`src/rtl/cordic_vectoring.sv`:
```
// Iterative vectoring-mode CORDIC: integer (x, y) in, integer magnitude and
// atan2(y, x) in degrees out, one micro-rotation per clock.
module cordic_vectoring #(
  parameter int VEC_WIDTH         = 8,
  parameter int ANG_WIDTH         = 9,
  parameter int VEC_PROCESS_WIDTH = 16,
  parameter int ANG_PROCESS_WIDTH = 16,
  parameter int ITERATIONS        = 12,
  parameter int ANG_TABLE_WIDTH   = ANG_PROCESS_WIDTH - 1
) (
  input  logic                 i_clk,
  input  logic                 i_rst_n,
  input  logic                 i_start,
  input  logic [VEC_WIDTH-1:0] i_x,
  input  logic [VEC_WIDTH-1:0] i_y,
  output logic [VEC_WIDTH:0]   o_mag,
  output logic [ANG_WIDTH-1:0] o_angle,
  output logic                 o_done
);

  // state | meaning
  // IDLE  | waiting for i_start, inputs latched on start
  // PRE   | scale inputs, fold left half-plane into right, seed z
  // ITER  | one micro-rotation per cycle, ITERATIONS cycles
  // POST  | gain-correct magnitude, round angle, pulse o_done

  localparam int PW        = VEC_PROCESS_WIDTH;
  localparam int AW        = ANG_PROCESS_WIDTH;
  localparam int VEC_FRAC  = PW - VEC_WIDTH - 2;
  localparam int ANG_FRAC  = AW - ANG_WIDTH;
  localparam int CNT_W     = (ITERATIONS > 1) ? $clog2(ITERATIONS) : 1;
  localparam int PRODW     = PW + 17;
  localparam int ATAN_SHL  = (ANG_FRAC >= 7) ? ANG_FRAC - 7 : 0;
  localparam int ATAN_SHR  = (ANG_FRAC < 7) ? 7 - ANG_FRAC : 0;
  localparam int GAIN_K    = 19898;

  localparam logic signed [AW-1:0]    Z180      = AW'(180 << ANG_FRAC);
  localparam logic signed [AW:0]      ANG_HALF  = (AW+1)'(1 << (ANG_FRAC - 1));
  localparam logic signed [AW:0]      ANG_MAX   = (AW+1)'(180);
  localparam logic signed [AW:0]      ANG_MIN   = -(AW+1)'(180);
  localparam logic signed [PRODW-1:0] MAG_HALF  = PRODW'(1 << (14 + VEC_FRAC));
  localparam logic signed [PRODW-1:0] MAG_MAX   = PRODW'((1 << (VEC_WIDTH + 1)) - 1);
  localparam logic signed [PRODW-1:0] GAIN      = PRODW'(GAIN_K);
  localparam logic [CNT_W-1:0]        CNT_LAST  = CNT_W'(ITERATIONS - 1);

  typedef enum logic [1:0] {S_IDLE, S_PRE, S_ITER, S_POST} state_t;

  // atan(2^-i) in degrees x 2^7, rounded to nearest
  function automatic logic [ANG_TABLE_WIDTH-1:0] atan_entry(input int idx);
    int unsigned base;
    case (idx)
      0:       base = 5760;
      1:       base = 3400;
      2:       base = 1797;
      3:       base = 912;
      4:       base = 458;
      5:       base = 229;
      6:       base = 115;
      7:       base = 57;
      8:       base = 29;
      9:       base = 14;
      10:      base = 7;
      11:      base = 4;
      12:      base = 2;
      13:      base = 1;
      default: base = 0;
    endcase
    return ANG_TABLE_WIDTH'((base << ATAN_SHL) >> ATAN_SHR);
  endfunction

  state_t                  state_q;
  logic [CNT_W-1:0]        cnt_q;
  logic signed [PW-1:0]    x_q, y_q;
  logic signed [AW-1:0]    z_q;
  logic                    zero_q;
  logic [VEC_WIDTH:0]      mag_q;
  logic [ANG_WIDTH-1:0]    angle_q;
  logic                    done_q;

  logic signed [PW-1:0]    x_pre_d, y_pre_d, x_iter_d, y_iter_d;
  logic signed [AW-1:0]    z_pre_d, z_iter_d, atan_s;
  logic signed [PRODW-1:0] prod, mag_full;
  logic signed [AW:0]      z_rnd, ang_full;
  logic [VEC_WIDTH:0]      mag_d;
  logic [ANG_WIDTH-1:0]    angle_d;

  always_comb begin
    x_pre_d = x_q <<< VEC_FRAC;
    y_pre_d = y_q <<< VEC_FRAC;
    z_pre_d = '0;
    // Left half-plane: rotate by 180 so the iterations only see |angle| <= 90
    if (x_q < 0) begin
      x_pre_d = -(x_q <<< VEC_FRAC);
      y_pre_d = -(y_q <<< VEC_FRAC);
      z_pre_d = (y_q >= 0) ? Z180 : -Z180;
    end
  end

  always_comb begin
    atan_s = AW'(atan_entry(int'(cnt_q)));
    if (y_q >= 0) begin
      x_iter_d = x_q + (y_q >>> cnt_q);
      y_iter_d = y_q - (x_q >>> cnt_q);
      z_iter_d = z_q + atan_s;
    end else begin
      x_iter_d = x_q - (y_q >>> cnt_q);
      y_iter_d = y_q + (x_q >>> cnt_q);
      z_iter_d = z_q - atan_s;
    end
  end

  always_comb begin
    prod     = $signed({{(PRODW-PW){x_q[PW-1]}}, x_q}) * GAIN;
    mag_full = (prod + MAG_HALF) >>> (15 + VEC_FRAC);
    if (mag_full < 0)            mag_d = '0;
    else if (mag_full > MAG_MAX) mag_d = MAG_MAX[VEC_WIDTH:0];
    else                         mag_d = mag_full[VEC_WIDTH:0];

    z_rnd    = $signed({z_q[AW-1], z_q}) + ANG_HALF;
    ang_full = z_rnd >>> ANG_FRAC;
    if (ang_full > ANG_MAX)      angle_d = ANG_MAX[ANG_WIDTH-1:0];
    else if (ang_full < ANG_MIN) angle_d = ANG_MIN[ANG_WIDTH-1:0];
    else                         angle_d = ang_full[ANG_WIDTH-1:0];

    if (zero_q) begin
      mag_d   = '0;
      angle_d = '0;
    end
  end

  always_ff @(posedge i_clk or negedge i_rst_n) begin
    if (!i_rst_n) begin
      state_q <= S_IDLE;
      cnt_q   <= '0;
      x_q     <= '0;
      y_q     <= '0;
      z_q     <= '0;
      zero_q  <= 1'b0;
      mag_q   <= '0;
      angle_q <= '0;
      done_q  <= 1'b0;
    end else begin
      done_q <= 1'b0;
      case (state_q)
        S_IDLE: begin
          if (i_start) begin
            x_q     <= {{(PW-VEC_WIDTH){i_x[VEC_WIDTH-1]}}, i_x};
            y_q     <= {{(PW-VEC_WIDTH){i_y[VEC_WIDTH-1]}}, i_y};
            state_q <= S_PRE;
          end
        end
        S_PRE: begin
          zero_q  <= (x_q == 0) && (y_q == 0);
          x_q     <= x_pre_d;
          y_q     <= y_pre_d;
          z_q     <= z_pre_d;
          cnt_q   <= '0;
          state_q <= S_ITER;
        end
        S_ITER: begin
          x_q <= x_iter_d;
          y_q <= y_iter_d;
          z_q <= z_iter_d;
          if (cnt_q == CNT_LAST) state_q <= S_POST;
          else                   cnt_q   <= cnt_q + 1'b1;
        end
        S_POST: begin
          mag_q   <= mag_d;
          angle_q <= angle_d;
          done_q  <= 1'b1;
          state_q <= S_IDLE;
        end
        default: state_q <= S_IDLE;
      endcase
    end
  end

  assign o_mag   = mag_q;
  assign o_angle = angle_q;
  assign o_done  = done_q;

endmodule

```
`config.mk`:
```
export PLATFORM = sky130hd
export DESIGN_NAME = cordic_vectoring
export DESIGN_NICKNAME = d
export VERILOG_FILES = /design/src/rtl/cordic_vectoring.sv
export SDC_FILE = /design/constraint.sdc
export NUM_CORES = 1
export LEC_CHECK = 0
export CORE_ASPECT_RATIO = 0.5
export CORE_MARGIN = 2
export CORE_UTILIZATION = 45
export CTS_BUF_LIST = sky130_fd_sc_hd__clkbuf_8
export DETAILED_ROUTE_END_ITERATION = 8
export GPL_TIMING_DRIVEN = 0
export SETUP_SLACK_MARGIN = 0.05
export SYNTH_ARGS = -nofsm -noshare
export SYNTH_HDL_FRONTEND = slang
export SYNTH_SLANG_ARGS = --single-unit
export TNS_END_PERCENT = 1
```
`constraint.sdc`:
```
create_clock -name i_clk -period 8.8 [get_ports i_clk]
set_input_delay 1.76 -clock i_clk [delete_from_list [all_inputs] [get_ports i_clk]]
set_output_delay 1.76 -clock i_clk [all_outputs]
set_load 0.01 [all_outputs]
```
==> results.md <==
* Final hold viol count at 0
* Arrival @ worst endpoint at around 8.5 ns
* Drt first-iter violations at between 1000 and 1500
* WL final at 40920 um
* Max cap viols at 0
* Yosys reg bits at 74
* Rel. slew slack at 0.3840
* Ys flop type: dfrtp_1
* Syn nets at roughly 1800
* Num rows at 44
* RSZ-0062 raised after global routing: false
* Cell area after synthesis at between 0.01 and 0.015 mm^2
* Worst-margin pin slew at 0.9239 ns
* Worst Setup End Kind: flip-flop
* Synth top area cells: fa_1 (16%), ha_1 (16%), dfrtp_1 (14%), inv_1 (6.8%), xnor2_1 (5.1%)
* I/O Pins at 38
* Final-report setup violation count at 0
* Ant. Diodes at 0
* Die Area at between 0.03 and 0.04 mm^2
* Final max-slew violation count at 0
* Nets at 1881
* Fmax at 122.3 MHz
* Status: completed
* DRT Pass-1 Iters at 5
* Vias at 11510
* H-tree levels at 3
* Most numerous cell in the Yosys netlist: inv_1
* Worst path required time at between 9 and 10 ns
* Vias/cell at 5.828
* Post-synthesis cell count at around 1500
* Synth cell types at 90
* Period utilization at 0.9290
* DRC at 0
* Critical setup path kind: flip-flop to flip-flop
* Total GRT Usage at 0.2771
* Total CTS buffers at 9
* DR WL/cell at 20.72 um
* Total negative slack for setup checks at 0 ns
* CTS tree: built
* Cts repair resizes at 0
* Initial antenna violation count at 0
* Worst Skew at approximately 0.01 ns
* Area grow syn2layout at 7.918%
* Grt ovf at 0
* Crit path launch type: flip-flop
* CTS Buffer Depth at 2
* Syn_area_per_cell at 8.701 um^2
* Clock Sinks at 74
* Vias in the first global route at 11721
* First-pass GRT wire length at 66350 um
* Port Buf Inserts at 37
* Post-synth EDFFs at 0
* Worst min path class: flip-flop to flip-flop
* Hold_buf cts at 0
* HPWL after detailed placement at 32710 um
* Detail Route Antenna Nets at 0
* Core outline area at roughly 0.029 mm^2
* Die H at 125.7 um
* Leading area contributor after synthesis: fa_1
* Clock-pin slew on the worst setup and hold paths at 0.09 ns
* Pin count of the biggest net entering global routing at 66
* Critical path peak fanout at 20
* Final worst path period need at 8.175 ns
* Clock root cell: clkbuf_8
* Seq/Total Area, Yosys at 0.1390
* Layout cells sized above 1 at 0.05556
* Most frequent cells after synthesis: inv_1 (240), ha_1 (173), nand2_1 (126)
* Yosys warnings at 0
* Initial Util at 0.4583
* Clock latency on the worst-skew pair at about 0.43 ns
* Setup bufs post-CTS at 0
* Die X at between 200 and 250 um
* Post-synth ARST share at 1.000
* Synth top area share at 0.1638
* Final GP Congestion at 0.9330
layout by cell type (no fill, tap or decap), types with 14 or more instances in the layout:
master,synthesis,routed
ha_1,173,173
o21ai_0,83,83
inv_1,240,240
nand3_1,36,36
a21oi_1,75,75
o31ai_1,17,17
mux2i_1,22,22
nand2b_1,15,15
a221oi_1,20,20
nand2_1,126,126
nor2_1,88,88
clkbuf_1,35,34
nor2b_1,15,15
a21o_1,18,18
xor2_1,35,35
xnor2_1,78,78
mux4_2,22,22
nor3_1,26,26
clkdlybuf4s50_1,0,36
fa_1,109,109
dfrtp_1,74,73
a211oi_1,14,14
critical path, stage by stage, from the launching register on:
cell	delay [ns]
dfrtp_2	0.72
clkbuf_2	0.40
inv_1	0.10
buf_4	0.25
ha_1	0.45
inv_1	0.08
fa_1	0.49
inv_1	0.06
fa_1	0.52
fa_1	0.44
fa_1	0.59
inv_1	0.07
fa_1	0.53
inv_1	0.04
ha_1	0.32
nand4_1	0.10
a211o_1	0.31
a311oi_2	0.47
nor4_1	0.11
nor3b_1	0.46
nor2_1	0.13
nand4bb_1	0.27
nor3_1	0.11
maj3_1	0.36
a2111o_1	0.42
buf_2	0.18
o211ai_1	0.10
per-layer routing:
metal  track usage  part of all wire  routed length, um
met2        0.4113              0.42              17210
met5             0                 0                  0
met3       0.06266             0.084               3450
met1        0.4080              0.47              19400
met4       0.06763             0.021                860
cells by family (layout without fill, tap and decap cells):
| kind of cell | count (synthesis) | after routing | share of synthesized area |
|---|---|---|---|
| simple gates | 361 | 361 | 0.1283 |
| fa+ha+maj | 285 | 285 | 0.3285 |
| xor+xnor | 113 | 113 | 0.07429 |
| buf+inv | 301 | 354 | 0.08932 |
| flops | 74 | 74 | 0.1390 |
| mux | 61 | 61 | 0.07345 |
| compound gates | 336 | 336 | 0.1671 |
flip-flops by register name, indices dropped and copies added (netlist names):
| signal | count |
|---|---|
| o_mag | 9 |
| zero_q | 1 |
| state_q | 2 |
| o_done | 1 |
| o_angle | 9 |
| x_q | 16 |
| y_q | 16 |
| z_q | 16 |
| cnt_q | 4 |
per-stage QoR:
stage / hold slack (ns) / utilization / worst slack (ns) / cells / area (um^2)
2_1_floorplan: 0.4655 / - / 1.569 / 1531 / 13320
3_3_place_gp: 0.4765 / 0.4879 / 0.2274 / 1959 / 14180
3_5_place_dp: 0.4862 / 0.4887 / 0.1650 / 1960 / 14210
4_1_cts: 0.5075 / 0.4945 / 0.1230 / 1975 / 14370
5_1_grt: 0.5338 / 0.4946 / 0.1581 / 1975 / 14380
6_report: 0.5026 / 0.4946 / 0.6250 / 1975 / 14380
final cells by class:
| cell class | instances | area, um^2 |
|---|---|---|
| multi-input combinational | 1156 | 10280 |
| clock buffer | 9 | 123.9 |
| fill | 2801 | 14690 |
| buffer | 57 | 275.3 |
| tap | 391 | 489.2 |
| clock inverter | 6 | 43.79 |
| timing repair buffer | 38 | 395.4 |
| sequential | 74 | 1853 |
| inverter | 244 | 915.9 |
final timing paths:
path                            start         end  slack, ns  cells past startpoint
setup / recovery              x_q[15]    o_mag[6]       0.62                     26
hold / removal             o_angle[7]  o_angle[7]       0.50                      1
setup reg to reg              x_q[15]    o_mag[6]       0.62                     26
hold reg to reg            o_angle[7]  o_angle[7]       0.50                      1
max in group asynchronous     i_rst_n      y_q[8]       7.03                      2
min in group asynchronous     i_rst_n    o_mag[1]       1.16                      1
Power is left out: the tool's default activity adds up to more than one toggle a clock period on the data nets, which glitch-free logic cannot reach.
==> edit (same settings) <==
The 4 states of `state_t` get a one-hot encoding in 4 bits.
--- a/src/rtl/cordic_vectoring.sv
+++ b/src/rtl/cordic_vectoring.sv
@@ -43,7 +43,7 @@
   localparam logic signed [PRODW-1:0] GAIN      = PRODW'(GAIN_K);
   localparam logic [CNT_W-1:0]        CNT_LAST  = CNT_W'(ITERATIONS - 1);
 
-  typedef enum logic [1:0] {S_IDLE, S_PRE, S_ITER, S_POST} state_t;
+  typedef enum logic [3:0] {S_IDLE = 4'b0001, S_PRE = 4'b0010, S_ITER = 4'b0100, S_POST = 4'b1000} state_t;
 
   // atan(2^-i) in degrees x 2^7, rounded to nearest
   function automatic logic [ANG_TABLE_WIDTH-1:0] atan_entry(input int idx);
Function: no difference found for any inputs over 10 cycles, from zero or initial values and one cycle with i_rst_n low; not proved beyond that.
==> edit against the original RTL <==
  * Count of clock-buffer cells in the layout is the same
  * Global-route usage decreased by 0.26 points
  * Synthesized area rose by 0.43%
  * Fmax decreased by 2.1%
  * Critical path depth did not move
  * Design area is 0.84% higher
  * Routed wire length increased by 0.22%
  * Clock skew shrank 0.0018 ns
  * Setup slack worse by 0.17 ns
  * Core utilization grew 0.32 points
  * Sequential cell count increased by 2
  * Sequential share of layout area is 0.26 points higher
  * Critical path type unchanged
  * Critical endpoint is now o_mag[2]
  * Largest cell class unchanged
Power is not shown: default switching activity piles up to over one toggle a cycle in this logic, so the estimate is an artifact.
==> edit: results (changes against the original RTL) <==
status: "finished, final reports clean"
dpl_worst_slack_ns: -1.13  # -1.30 ns
synthXorXnorAreaFrac: 0.0714  # -0.00294
globalRouteTotalUtil: 0.275  # -0.00256
r2r_cells: 26  # unchanged
drt_pass1_iterations: 6  # +1
hp-class: "register to register"
place_congestion: 0.982  # +5.2%
cpMaxStageDelayCell: "dfrtp_4"
syn_nets: 1839  # +0.38%
portBuffers: 37  # unchanged
rr_startpoint: "x_q[15]"
fin_nets: 1889  # +0.43%
synth_cell_types: 86  # -4.4%
synth_compound_area_frac: 0.174  # +0.00695
wl_per_cell_microns: 20.6  # -0.59%
drtIter0Drc: 916  # -9.1%
clock_latency_ns: 0.40  # -0.03 ns
clockRootBuffer: "clkbuf_8"
place_area_sq_um: 14300  # +0.45%
antenna_found_initial: 1  # +1
arrival_ns: 8.64  # +0.12 ns
drive_above_1_share: 0.0588  # +0.00323
dpl.hpwl_mm: 33.0  # +0.97%
rrSetupSlack_ns: 0.45  # -0.17 ns
cp_slowest_stage_delay_ns: 0.65  # -0.07 ns
min_to: "z_q[2]"
grt_max_degree: 41  # -38%
cts_setup_buffers: 0  # unchanged
min_from: "z_q[2]"
r2r_end: "o_mag[2]"
synthMuxAreaShare: 0.0659  # -0.00752
min_path_cells: 2  # +1
synth_area_leaders: "fa_1, ha_1, dfrtp_1, inv_1, xnor2_1"
seq_area_frac_synth: 0.142  # +0.00324
maxSlewHeadroom: 0.123  # -0.261
yosys-top-cells-count: "inv_1, ha_1, nand2_1"
synth_top_flop_cell: "dfrtp_1"
reg.largest.list: "x_q x16, y_q x16, z_q x16"
crit_fanout: 18  # -10%
drt-vias-per-instance: 5.82  # about the same
skew_ns: 0.00802  # -0.00175 ns
grt_pass1_wl_mm: 66.2  # -0.27%
synth_fa_ha_area_frac: 0.319  # -0.00927
==> edit: how the worst max path moves through the flow <==
stage,cells past startpoint,slack (ns),start,end
after global routing,25,0.14,x_q[15],o_mag[4]
after global placement,26,-1.09,x_q[15],o_mag[6]
after CTS,26,0.14,x_q[15],o_mag[4]
after detailed placement,26,-1.13,x_q[15],o_mag[4]
final,26,0.45,x_q[15],o_mag[2]
after floorplan,26,1.06,x_q[15],o_mag[2]
==> edit: routing by layer <==
metal,up-vias,share of wire,global-route usage
met5,-,0,0
met4,0,0.012,0.0571
met3,42,0.067,0.0454
met2,361,0.43,0.410
met1,5739,0.49,0.416
li1,5452,-,-
==> edit: through the flow <==
stage | setup TNS, ns | hold WS, ns | cells
2_1_floorplan | 0 | 0.455 | 1544
3_3_place_gp | -9.42 | 0.472 | 1972
3_5_place_dp | -9.69 | 0.487 | 1974
4_1_cts | 0 | 0.511 | 1990
5_1_grt | 0 | 0.539 | 1990
6_report | 0 | 0.510 | 1991
==> edit: cell type report <==
class                   instances  area, sq um
diodes                          1         2.50
plain buffers                  67          337
clock buffers                   9          124
clock inverters                 7         87.6
fillers                      2786        14600
inverters                     227          853
multi-input cells            1174        10300
flip-flops and latches         76         1910
well taps                     391          489
repair buffers                 39          395
==> edit: repair_timing <==
item | in CTS | in global routing
gates resized for setup | 5 | 4
setup endpoints to repair | 9 | 9
hold endpoints to repair | 0 | 0
==> edit: cell families (layout without fill, tap and decap cells) <==
logic type	after synthesis	in the layout
AOI/OAI and AO/OA	359	359
DFF	76	76
adders and majority gates	276	276
and+or+nand+nor	380	380
other	0	1
buffers and inverters	294	349
muxes	50	50
xor gates and xnor gates	109	109
==> edit: worst min-delay path, cell delays in order, from the launching register on <==
cell and delay [ns]:
dfrtp_1 0.37, nand2_1 0.05, o21ai_0 0.06
